**src/rtl/intra_filter_pkg.sv**
```systemverilog
// intra_filter_pkg: shared parameter defaults for the intra filter accumulator
package intra_filter_pkg;
  localparam int DEF_NUM_TAPS = 4;
  localparam int DEF_IN_W = 16;
  localparam int DEF_OUT_W = 8;
  localparam int DEF_SHIFT = 6;
  localparam int DEF_BLK_LEN = 32;
  localparam int SUM_W = DEF_IN_W + 3;
endpackage

```
**src/rtl/intra_clip.sv**
```systemverilog
// intra_clip: round, normalise and clip a signed tap sum to an unsigned sample
module intra_clip #(
  parameter int SUM_W = intra_filter_pkg::SUM_W,
  parameter int SHIFT = intra_filter_pkg::DEF_SHIFT,
  parameter int OUT_W = intra_filter_pkg::DEF_OUT_W
) (
  input  logic signed [SUM_W-1:0] sum_i,
  output logic        [OUT_W-1:0] sample_o
);
  // one guard bit keeps the rounding add from overflowing
  localparam logic signed [SUM_W:0] RND = (SUM_W+1)'(2 ** (SHIFT - 1));
  localparam logic signed [SUM_W:0] MAX = (SUM_W+1)'(2 ** OUT_W - 1);
  logic signed [SUM_W:0] rnd;
  logic signed [SUM_W:0] sh;
  always_comb begin
    rnd = (SUM_W+1)'(sum_i) + RND;
    sh = rnd >>> SHIFT;
    sample_o = sh[SUM_W] ? '0 : (sh > MAX) ? '1 : sh[OUT_W-1:0];
  end
endmodule

```
**src/rtl/intra_filter_acc.sv**
```systemverilog
// intra_filter_acc: two-stage tap-sum/clip pipeline with block-row position tracking
module intra_filter_acc
  import intra_filter_pkg::*;
#(
  parameter int NUM_TAPS = DEF_NUM_TAPS,
  parameter int IN_W = DEF_IN_W,
  parameter int OUT_W = DEF_OUT_W,
  parameter int SHIFT = DEF_SHIFT,
  parameter int BLK_LEN = DEF_BLK_LEN
) (
  input  logic                   clk,
  input  logic                   rst_n,
  input  logic                   in_valid,
  output logic                   in_ready,
  input  logic signed [IN_W-1:0] p0,
  input  logic signed [IN_W-1:0] p1,
  input  logic signed [IN_W-1:0] p2,
  input  logic signed [IN_W-1:0] p3,
  output logic                   out_valid,
  input  logic                   out_ready,
  output logic [OUT_W-1:0]       out_sample,
  output logic                   out_last
);
  localparam int ACC_W = IN_W + $clog2(NUM_TAPS) + 1;
  localparam int CNT_W = $clog2(BLK_LEN);
  localparam logic [CNT_W-1:0] LAST = CNT_W'(BLK_LEN - 1);
  logic                    en;
  logic                    v1_q;
  logic                    v2_q;
  logic signed [ACC_W-1:0] sum_d;
  logic signed [ACC_W-1:0] sum_q;
  logic [OUT_W-1:0]        smp_d;
  logic [OUT_W-1:0]        smp_q;
  logic [CNT_W-1:0]        cnt_d;
  logic [CNT_W-1:0]        cnt_q;
  assign en = !v2_q || out_ready;
  assign in_ready = en || !rst_n;
  assign sum_d = ACC_W'(p0) + ACC_W'(p1) + ACC_W'(p2) + ACC_W'(p3);
  // the counter tracks output transfers only, independent of stage loads
  assign cnt_d = (v2_q && out_ready) ? ((cnt_q == LAST) ? '0 : cnt_q + 1'b1) : cnt_q;
  intra_clip #(
    .SUM_W(ACC_W),
    .SHIFT(SHIFT),
    .OUT_W(OUT_W)
  ) u_clip (
    .sum_i(sum_q),
    .sample_o(smp_d)
  );
  always_ff @(posedge clk) begin
    if (!rst_n) begin
      v1_q <= 1'b0;
      v2_q <= 1'b0;
      sum_q <= '0;
      smp_q <= '0;
      cnt_q <= '0;
    end else begin
      if (en) begin
        v1_q <= in_valid;
        sum_q <= sum_d;
        v2_q <= v1_q;
        smp_q <= smp_d;
      end
      cnt_q <= cnt_d;
    end
  end
  assign out_valid = v2_q;
  assign out_sample = smp_q;
  assign out_last = v2_q && (cnt_q == LAST);
endmodule

```
**config.mk**
```make
export PLATFORM = sky130hd
export DESIGN_NAME = intra_filter_acc
export DESIGN_NICKNAME = d
export VERILOG_FILES = /design/src/rtl/intra_filter_pkg.sv /design/src/rtl/intra_clip.sv /design/src/rtl/intra_filter_acc.sv
export SDC_FILE = /design/constraint.sdc
export NUM_CORES = 1
export LEC_CHECK = 0
export CAP_MARGIN = 20
export CELL_PAD_IN_SITES_DETAIL_PLACEMENT = 1
export CELL_PAD_IN_SITES_GLOBAL_PLACEMENT = 1
export CORE_ASPECT_RATIO = 0.7
export CORE_MARGIN = 2
export CORE_UTILIZATION = 36
export CTS_CLUSTER_DIAMETER = 150
export CTS_CLUSTER_SIZE = 20
export DETAILED_ROUTE_END_ITERATION = 8
export PLACE_DENSITY_LB_ADDON = 0.1
export REMOVE_ABC_BUFFERS = 1
export SYNTH_ARGS = -nofsm -noshare
export SYNTH_HDL_FRONTEND = slang
export SYNTH_SLANG_ARGS = --single-unit
```
**constraint.sdc**
```tcl
create_clock -name clk -period 4.26 [get_ports clk]
set_input_delay 0.852 -clock clk [delete_from_list [all_inputs] [get_ports clk]]
set_output_delay 0.852 -clock clk [all_outputs]
set_load 0.05 [all_outputs]
```
# [Word-level counts from Yosys, hierarchy flattened]
# Index checks and enable logic that the tools add are counted.
[word_totals] reg_bits=34 elab_cells=21 output_inout_bits=11
[op_classes] eq_ne=1 n_reduce_logical=6 n_lt_le_gt_ge=1 add_sub_neg=5 mux=3
[op_table] cell="adder 19 x 7 -> 20 bit, second input constant" n=1
[op_table] cell="adder 18 x 16 -> 19 bit" n=1
[op_table] cell="adder 17 x 16 -> 18 bit" n=1
[op_table] cell="adder 16 x 16 -> 17 bit" n=1
[op_table] cell="2-to-1 mux 8 bit" n=2
[op_table] cell="greater-than comparator 14 x 9 -> 1 bit, second input constant" n=1
[op_table] cell="adder 5 x 1 -> 5 bit, second input constant" n=1
[op_table] cell="== test 5 bit, second input constant" n=1
[op_table] cell="2-to-1 mux 5 bit" n=1
[op_table] cell="logical AND 1 bit" n=2
[op_table] cell="zero test 1 bit" n=2
[op_table] cell="logical OR 1 bit" n=2

# [Depth between registers and ports, before layout]
# Gate-level depths: netlist (run 1).
[logic_depth] word_depth=4 ltp_mapped=12

# [By module]
# From an unflattened synthesis (run 1), not the netlist that was laid out.
[hier_totals] hier_cells=427 area_unflattened_um2=3321.9
[by_module_without_submodules] module="intra_filter_acc" seq_area_each_um2=680.7 area_per_inst_um2=3062.9 cells_each=386 instances=1
[by_module_without_submodules] module="intra_clip" seq_area_each_um2=0.0 area_per_inst_um2=259.0 cells_each=41 instances=1

# [Least setup slack after synthesis (run 1)]
# OpenSTA, ideal clock, no wires.
[synth_path] kind="in2reg" from="input port p0[5]" to="register sum_q[13]" cell_stages=11 slack_ns=0.612 setup_time_ns=0.117 arrival_time_ns=3.530 cell_sequence="inv_1 -> fa_1 -> inv_1 -> fa_1 -> ha_1 -> a21o_1 -> a31o_4 -> o21ai_4 -> a21oi_2 -> or3_1 -> a32o_1"
[synth_between] elab_chain_len=3
[synth_lines] item="from (decl)" line_no="intra_filter_acc.sv:15" rtl="input logic signed [IN_W-1:0] p0,"
[synth_lines] item="adder 16 x 16 -> 17 bit" line_no="intra_filter_acc.sv:38" rtl="assign sum_d = ACC_W'(p0) + ACC_W'(p1) + ACC_W'(p2) + ACC_W'(p3);"
[synth_lines] item="adder 17 x 16 -> 18 bit" line_no="intra_filter_acc.sv:38"
[synth_lines] item="adder 18 x 16 -> 19 bit" line_no="intra_filter_acc.sv:38"
[synth_lines] item="to (signal assigned)" line_no="intra_filter_acc.sv:59" rtl="sum_q <= sum_d;"
[synth_lines] item="to (decl)" line_no="intra_filter_acc.sv:31" rtl="logic signed [ACC_W-1:0] sum_q;"
# No other way between the ends.
# A chain may end at the register's enable or synchronous reset.

# [Worst setup path in the final report (run 1)]
[layout_path] from="input port p0[2]" to="register sum_q[13]"
# Same word-level chain as after synthesis.

==> impl_metrics.csv, run 1 <==
group,metric,value,unit
power,p_sw_share,43.7,%
sta,slew_headroom,60.2,%
clock_tree,clk_latency,270,ps
placement,io_buffers,78,
grt,grt_pass1_vias,2813,
power,power,1.90,mW
synthesis,synth-seq-cells,29,
synthesis,yosys-top-cells-area,"fa_1 (21%), dfxtp_1 (19%), inv_1 (12%)",
drt,dr.pass1.iters,4,
min_path,min_path_cells,1,
grt,grt_max_degree,17,
synthesis,yosysSeqAreaShare,19.2,%
synthesis,synth_cell_type_count,46,
clock_tree,clkTransAtPathRegs,40,ps
synthesis,async_flop_share,0,%
critical_path,ff2ff_path_depth,5,
die,rows,27,
drt,vias,2761,
clock_tree,post_cts_resized,0,
synthesis,synth_top_flop_cell,"dfxtp_1",
critical_path,critical-path-max-stage-delay,520,ps
die,die_area,9140,um2
grt,antenna_found_initial,0,
power,p_seq_share,24.4,%
sta,clock_skew,4.21,ps
sta,max_clock_freq,251,MHz
sta,fin_ws,272,ps
clock_tree,hold_buffers,0,
power,p_clk_share,17.1,%
critical_path,cp.arrival,4150,ps
power,power.internal,1.07,mW
grt,grt.total_usage,17.6,%
placement,gp_congestion,0.840,
min_path,min_path_type,"reg2reg",
clock_tree,cts_max_level,2,
min_path,hold_path_end,"out_valid",
critical_path,cp.required,4420,ps
clock_tree,cts_tree,"built",
critical_path,cp_max_fo,7,
critical_path,timing.rr.end,"cnt_q[2]",
clock_tree,numCtsBuffers,5,
critical_path,crit_type,"in2reg",
sta,rsz0062_at_grt,"false",
placement,preCtsSetupSlack,-27.0,ps
sta,min_period,3990,ps
critical_path,crit_slowest_cell,"fa_1",
power,ir_drop,0.164,mV
drt,vias_per_cell,4.97,
cells_and_area,final_util,50.8,%
power,pwr-share-comb,58.5,%
die,core,8010,um2
critical_path,reg2reg_from,"cnt_q[0]",
die,die_height,80.6,um
synthesis,synth_most_common_cell,"inv_1",
sta,setup_tns,0,ps
drt,drc,0,
synthesis,synth_cells,372,
synthesis,synth_edf_count,0,
clock_tree,cts_setup_buffers,0,
critical_path,r2r_setup_slack,2330,ps
cells_and_area,area_growth,34.7,%
critical_path,startpoint_type,"primary input",
outcome,outcome,"completed",
clock_tree,numClockSinks,29,
grt,gr-total-overflow,0,
clock_tree,cts_buffer_depth,2,
clock_tree,cts_root_buf,"clkbuf_16",
die,die_w,113,um
sta,period_share,93.6,%
cells_and_area,fin_nets,573,
synthesis,synth.avg_cell_area,8.11,um2
die,initial_core_util,37.7,%
synthesis,ys_warn_count,0,
drt,wl_per_cell,13.5,um
synthesis,yosys-top-cells-count,"inv_1 (94), fa_1 (32), nand2_1 (32)",
drt,wirelength,7.50,mm
synthesis,netlist_area,3020,um2
cells_and_area,postLayoutCellArea,4070,um2
synthesis,synth_top_area_share,21.2,%
run,drv_cap,0,
sta,maxSlewViolCount,0,
cells_and_area,n_antenna_cell,0,
power,power.density,466,nW/um2
critical_path,end_kind,"flip-flop",
drt,postRouteAntennaNets,0,
sta,finalSetupViolCount,0,
min_path,hold_start,"v1_q",
placement,dpl_cell_area,3930,um2
power,p_leak,1.88,nW
sta,hold_viol_final,0,
sta,worstMarginPinSlew,597,ps
drt,drtIter0Drc,92,
critical_path,path_cells,"clkdlybuf4s50_1 -> inv_1 -> fa_1 -> fa_1 -> inv_1 -> ha_1 -> nand4b_1 -> a211oi_2 -> o21ai_4 -> a21oi_2 -> o21ai_0 -> a32o_1",
synthesis,yosysTopAreaCell,"fa_1",
grt,grt_pass1_wl,13.1,mm
placement,dp_hpwl,6.36,mm
critical_path,cp-startpoint,"p0[2]",
cells_and_area,final_layout_size_suffix_gt1_share,4.62,%
die,pin_count,79,
power,switchingPower,829,uW
## area by class of cell
type / instances / area [um2]
inverter: 94 / 353
clock buffer: 8 / 136
fill: 976 / 3940
multi-input combinational: 240 / 2050
tap: 101 / 126
sequential: 29 / 581
timing repair buffer: 84 / 823
## worst max-delay path by stage
stage           endpoint  slack, ps  cells after the start
6_report       sum_q[13]        270                     12
5_1_grt        sum_q[16]        160                     12
4_1_cts        sum_q[13]        260                     12
3_5_place_dp   sum_q[13]        -30                     12
3_3_place_gp   sum_q[13]        100                     12
2_1_floorplan  sum_q[13]        610                     11
## cell families (layout without fill, tap and decap cells)
family	after synthesis	count (layout)	synth area share (%)
buffers and inverters	103	186	12.9
AND/OR/NAND/NOR	93	93	14.8
AO/OA/AOI/OAI	82	82	19.8
adder cells (fa/ha/maj)	51	51	29.1
flip-flops	29	29	19.2
XOR/XNOR	13	13	3.77
multiplexers	1	1	0.332
## stage by stage
step | std cells | hold slack (ps)
2_1_floorplan | 363 | 441
3_3_place_gp | 548 | 450
3_5_place_dp | 548 | 461
4_1_cts | 556 | 472
5_1_grt | 556 | 495
6_report | 556 | 465
## state kept, by name, indices dropped and copies added, names as in the netlist
name        count
sum_q          14
out_sample      8
cnt_q           5
out_valid       1
v1_q            1
## critical path: cells and delay by family
kind            cells  cell delay [ps]
fa+ha+maj           3             1300
compound gates      5             1260
buf+inv             3              550
simple gates        1              190
## routing by layer
layer	vias to the layer above	wire (um)	track usage [%]
li1	1384	-	-
met1	1306	3730	23.9
met2	66	3390	29.8
met3	5	326	2.94
met4	0	45	3.66
met5	-	0	0
## power groups by stage
stage	registers (mW)	clock network, mW	logic (mW)
after floorplan	0.579	0	0.640
after global placement	0.461	0	1.08
after detailed placement	0.466	0	1.11
after CTS	0.462	0.331	1.12
after global routing	0.483	0.345	1.24
final	0.463	0.325	1.11
## layout by cell type (no fill, tap or decap), types with 3 or more instances in the layout
cell | Yosys | layout
nand3_1 | 14 | 14
a21boi_0 | 8 | 8
ha_1 | 19 | 19
clkdlybuf4s50_1 | 0 | 77
fa_1 | 32 | 32
dfxtp_1 | 29 | 29
o31a_1 | 3 | 3
clkbuf_1 | 6 | 3
or3_1 | 3 | 3
buf_4 | 0 | 7
clkbuf_16 | 0 | 5
o21ai_0 | 11 | 11
a21o_1 | 8 | 8
a31oi_1 | 3 | 3
nor2_1 | 12 | 12
inv_1 | 94 | 94
nand4_1 | 9 | 9
xor2_1 | 5 | 5
o211ai_1 | 11 | 11
and2_1 | 4 | 4
xnor2_1 | 8 | 8
a21oi_1 | 14 | 14
nor3_1 | 10 | 10
nand2_1 | 32 | 32
o21ai_1 | 3 | 3
No activity file was read; power rests on OpenSTA's default activity.
==> inputs of run 2 (changes only) <==
--- a/config.mk
+++ b/config.mk
@@ -10,7 +10,7 @@
 export CELL_PAD_IN_SITES_GLOBAL_PLACEMENT = 1
 export CORE_ASPECT_RATIO = 0.7
 export CORE_MARGIN = 2
-export CORE_UTILIZATION = 36
+export CORE_UTILIZATION = 33
 export CTS_CLUSTER_DIAMETER = 150
 export CTS_CLUSTER_SIZE = 20
 export DETAILED_ROUTE_END_ITERATION = 8
==> constraint.sdc (replaced) <==
create_clock -name clk -period 3.6 [get_ports clk]
set_input_delay 0.72 -clock clk [delete_from_list [all_inputs] [get_ports clk]]
set_output_delay 0.72 -clock clk [all_outputs]
set_load 0.05 [all_outputs]
==> run 2 against run 1 <==
Clock power increased by 18%; total power grew 37%; via count increased by 4.2%; critical path type unchanged; clock skew is 2.3 ps lower; cell count is 11% higher; critical endpoint unchanged; largest power group unchanged; hold slack gained 3.4 ps; die area grew 8.7%.
==> impl_metrics.csv, run 2 (same netlist as run 1, synthesis figures left out) <==
group,metric,value,unit
outcome,outcome,"completed",
power,power.density,563,nW/um2
critical_path,ff2ff_path_depth,5,
clock_tree,cts_max_level,2,
critical_path,cp.arrival,3700,ps
critical_path,r2r_setup_slack,1650,ps
sta,maxSlewViolCount,0,
grt,grt_pass1_wl,13.4,mm
die,core,8960,um2
clock_tree,cts_tree,"built",
cells_and_area,fin_nets,609,
sta,period_share,98.5,%
drt,vias,2877,
placement,dpl_cell_area,4180,um2
placement,preCtsSetupSlack,-426,ps
sta,fin_ws,54.2,ps
cells_and_area,final_cell_mix,"inv_1 (70), clkdlybuf4s50_1 (51), buf_4 (41)",
die,pin_count,79,
sta,slew_headroom,58.4,%
power,ir_drop,0.197,mV
cells_and_area,area_growth,52.7,%
cells_and_area,top_register,"sum_q",
die,die_height,84.0,um
cells_and_area,n_antenna_cell,0,
die,initial_core_util,33.7,%
clock_tree,clkTransAtPathRegs,50,ps
clock_tree,cts_root_buf,"clkbuf_16",
cells_and_area,fill_cells,1081,
placement,gp_congestion,0.770,
cells_and_area,final_layout_size_suffix_gt1_share,21.4,%
drt,vias_per_cell,4.68,
sta,finalSetupViolCount,0,
cells_and_area,layout_commonest_cell,"inv_1",
min_path,hold_start,"v1_q",
power,p_leak,2.23,nW
critical_path,startpoint_type,"primary input",
sta,worstMarginPinSlew,625,ps
cells_and_area,largest_reg_flops,14,
critical_path,cp_max_fo,4,
die,die_w,118,um
critical_path,crit_type,"in2reg",
min_path,min_path_type,"reg2reg",
min_path,min_path_cells,1,
drt,drc,0,
drt,dr.pass1.iters,4,
drt,wirelength,7.83,mm
clock_tree,numClockSinks,29,
placement,dp_hpwl,6.34,mm
sta,max_clock_freq,282,MHz
drt,postRouteAntennaNets,0,
die,rows,29,
drt,drtIter0Drc,119,
min_path,hold_path_end,"out_valid",
grt,antenna_found_initial,0,
drt,wl_per_cell,12.7,um
critical_path,cp.required,3760,ps
critical_path,reg2reg_from,"cnt_q[0]",
placement,io_buffers,78,
die,die_area,9940,um2
sta,min_period,3550,ps
grt,grt_max_degree,17,
critical_path,end_kind,"flip-flop",
grt,grt.total_usage,16.2,%
critical_path,timing.rr.end,"cnt_q[2]",
clock_tree,clk_latency,270,ps
cells_and_area,postLayoutCellArea,4610,um2
sta,hold_viol_final,0,
run,drv_cap,0,
clock_tree,cts_buffer_depth,2,
grt,grt_pass1_vias,2966,
grt,gr-total-overflow,0,
sta,clock_skew,1.86,ps
clock_tree,numCtsBuffers,5,
-- run 2: how the worst max path moves through the flow --
stage,startpoint,to,depth (start not counted)
after CTS,p0[3],sum_q[13],13
after global placement,p0[5],sum_q[13],12
after global routing,p0[8],sum_q[16],12
after floorplan,p0[5],sum_q[13],11
after detailed placement,p0[5],sum_q[13],12
final,p0[7],sum_q[13],10
-- run 2: stage by stage --
step	power [mW]	cells	setup TNS, ps	utilization [%]	hold WS, ps
6_report	2.60	615	0	51.4	469
5_1_grt	2.81	615	-11.5	51.4	497
4_1_cts	2.50	610	-12.6	49.4	472
3_5_place_dp	2.02	600	-3200	46.6	456
3_3_place_gp	1.99	600	-2750	46.6	451
2_1_floorplan	1.44	363	0	-	441
-- run 2: layout make-up --
| type | instances | area, um2 | area share (%) |
|---|---|---|---|
| timing repair buffer | 120 | 1140 | 24.8 |
| tap | 124 | 155 | 3.37 |
| multi-input combinational | 240 | 2240 | 48.6 |
| inverter | 94 | 353 | 7.65 |
| sequential | 29 | 581 | 12.6 |
| clock buffer | 8 | 136 | 2.96 |
-- run 2: critical path, cell delays in order --
cell and delay [ps]:
clkdlybuf4s50_1 470, fa_1 440, fa_1 560, ha_4 220, a21o_1 200, a31o_4 230
o21ai_4 160, a21oi_4 90, or3_1 360, a32o_1 260
-- run 2: power by group --
group,switching [mW],internal (mW)
combinational,0.858,0.809
sequential,0.105,0.440
clock,0.129,0.256
total,1.09,1.50
-- run 2: routing by layer --
layer,part of all wire [%],GRT usage (%)
met5,0,0
met4,0.57,2.63
met3,3.4,2.53
met2,47,28.2
met1,49,21.4
-- run 2: repair_timing --
action | in CTS | in global routing
endpoints found under the setup margin | 6 | 10
pin swaps | 26 | 41
cloned | 0 | 0
setup buffers | 3 | 5
hold buffers | 0 | 0
gates resized for setup | 22 | 65
==> inputs of run 3 (changes only) <==
--- a/config.mk
+++ b/config.mk
@@ -14,8 +14,9 @@
 export CTS_CLUSTER_DIAMETER = 150
 export CTS_CLUSTER_SIZE = 20
 export DETAILED_ROUTE_END_ITERATION = 8
-export PLACE_DENSITY_LB_ADDON = 0.1
+export PLACE_DENSITY_LB_ADDON = 0.25
 export REMOVE_ABC_BUFFERS = 1
+export SKIP_CTS_REPAIR_TIMING = 1
 export SYNTH_ARGS = -nofsm -noshare
 export SYNTH_HDL_FRONTEND = slang
 export SYNTH_SLANG_ARGS = --single-unit
==> run 3 against run 2 <==
Flip-flop and latch count unchanged; first-iteration DRC count decreased by 36%; sequential share of layout area increased by 0.10 points; clock-buffer cell count decreased by 1; setup slack got worse by 19 ps; die area unchanged; global-route usage increased by 0.12 points; total power decreased by 0.67%; wire length increased by 7.2%; hold slack got worse by 3.5 ps.
==> impl_metrics.csv, run 3 (same netlist as run 1, synthesis figures left out) <==
group,metric,value,unit
cells_and_area,final_layout_size_suffix_gt1_share,20.9,%
drt,wl_per_cell,13.8,um
sta,slew_headroom,59.9,%
run,drv_cap,0,
sta,max_clock_freq,281,MHz
drt,postRouteAntennaNets,0,
power,power,2.58,mW
grt,grtUsageMet2,29.4,%
sta,finalSetupViolCount,0,
drt,drtIter0Drc,76,
drt,wirelength,8.39,mm
critical_path,critical-path-max-stage-delay,510,ps
cells_and_area,area_growth,51.5,%
drt,vias_per_cell,4.81,
die,pin_count,79,
clock_tree,cts_tree,"built",
die,rows,29,
sta,setup_tns,0,ps
grt,antenna_found_initial,0,
critical_path,path_buf_inv,3,
sta,clock_skew,2.78,ps
clock_tree,clk_latency,270,ps
sta,worstMarginPinSlew,602,ps
critical_path,end_kind,"flip-flop",
clock_tree,cts_max_level,2,
grt,gr-total-overflow,0,
sta,hold_viol_final,0,
critical_path,cp.arrival,3730,ps
die,core,8960,um2
grt,met3_usage,2.87,%
critical_path,crit_path_frequent_cell,"inv_2",
critical_path,crit_slowest_cell,"fa_1",
critical_path,cp_top_family,"adder cells",
cells_and_area,n_antenna_cell,0,
power,ir_drop,0.189,mV
sta,period_share,99.0,%
die,die_height,84.0,um
min_path,min_path_type,"reg2reg",
cells_and_area,final_cell_mix,"inv_1 (70), clkdlybuf4s50_1 (56), buf_4 (37)",
drt,dr.pass1.iters,4,
cells_and_area,fin_nets,603,
sta,maxSlewViolCount,0,
cells_and_area,largest_reg_flops,14,
grt,grt_pass1_vias,3014,
power,power.density,564,nW/um2
critical_path,startpoint_type,"primary input",
critical_path,crit_type,"in2reg",
power,p_leak,2.20,nW
cells_and_area,final_util,51.0,%
drt,drc,0,
grt,grt.total_usage,16.3,%
die,die_area,9940,um2
placement,io_buffers,78,
grt,use_met1,20.3,%
outcome,outcome,"completed",
cells_and_area,ff_latch_area,581,um2
die,initial_core_util,33.7,%
cells_and_area,layout_commonest_cell,"inv_1",
cells_and_area,multi_input_area,2240,um2
clock_tree,clkTransAtPathRegs,50,ps
grt,top_usage_layer,"met2",
die,die_w,118,um
clock_tree,cts_root_buf,"clkbuf_16",
clock_tree,cts_buffer_depth,2,
critical_path,cp_max_fo,4,
placement,gp_congestion,0.749,
cells_and_area,fill_cells,1070,
clock_tree,numCtsBuffers,5,
clock_tree,numClockSinks,29,
grt,grt_max_degree,17,
placement,dp_hpwl,6.68,mm
grt,grt_pass1_wl,13.5,mm
sta,min_period,3560,ps
drt,vias,2923,
critical_path,path_cells,"clkdlybuf4s50_1 -> inv_2 -> fa_2 -> fa_1 -> inv_2 -> ha_4 -> a21o_1 -> a31o_4 -> o21ai_4 -> a21oi_4 -> or3_1 -> a32o_1",
sta,hold_slack,465,ps
cells_and_area,top_register,"sum_q",
critical_path,cp.required,3760,ps
-- run 3: cell types whose count changed in the layout (fill, tap and decap cells not counted), sizes merged --
cell           before  now
buf                43   37
clkbuf              9    7
clkdlybuf4s15       1    0
clkdlybuf4s50      51   56
dlygate4sd2         3    0
-- run 3: worst paths after layout --
check,slack [ps],end,start,depth (start not counted)
setup / recovery,40,sum_q[13],p1[6],12
hold / removal,470,out_valid,v1_q,1
setup reg to reg,1690,cnt_q[2],cnt_q[0],5
hold reg to reg,470,out_valid,v1_q,1
-- run 3: power by group --
| part | leakage, nW | total, mW | switching, mW | internal, mW |
|---|---|---|---|---|
| Clock | 0.0700 | 0.397 | 0.127 | 0.270 |
| Combinational | 1.89 | 1.63 | 0.849 | 0.784 |
| Sequential | 0.241 | 0.549 | 0.109 | 0.440 |
| Total | 2.20 | 2.58 | 1.08 | 1.49 |
-- run 3: area by class of cell --
type                            count  share of cell area (%)
Tap cell                          124                    3.39
Sequential cell                    29                    12.7
Timing Repair Buffer              114                    24.1
Clock buffer                        7                    3.12
Inverter                           94                    7.72
Multi-Input combinational cell    240                    49.0
-- run 3: stage by stage --
step	instance area, um2	setup WS [ps]	instances
after floorplan	2980	84.4	363
after global placement	4170	-356	599
after detailed placement	4170	-406	599
after CTS	4310	-137	606
after global routing	4570	-64.0	608
final	4570	35.1	608
-- run 3: routing by layer --
layer / vias to the layer above / part of all wire, %
met5: - / 0
met4: 0 / 1.3
met3: 12 / 4.7
met2: 73 / 49
met1: 1409 / 45
li1: 1429 / -
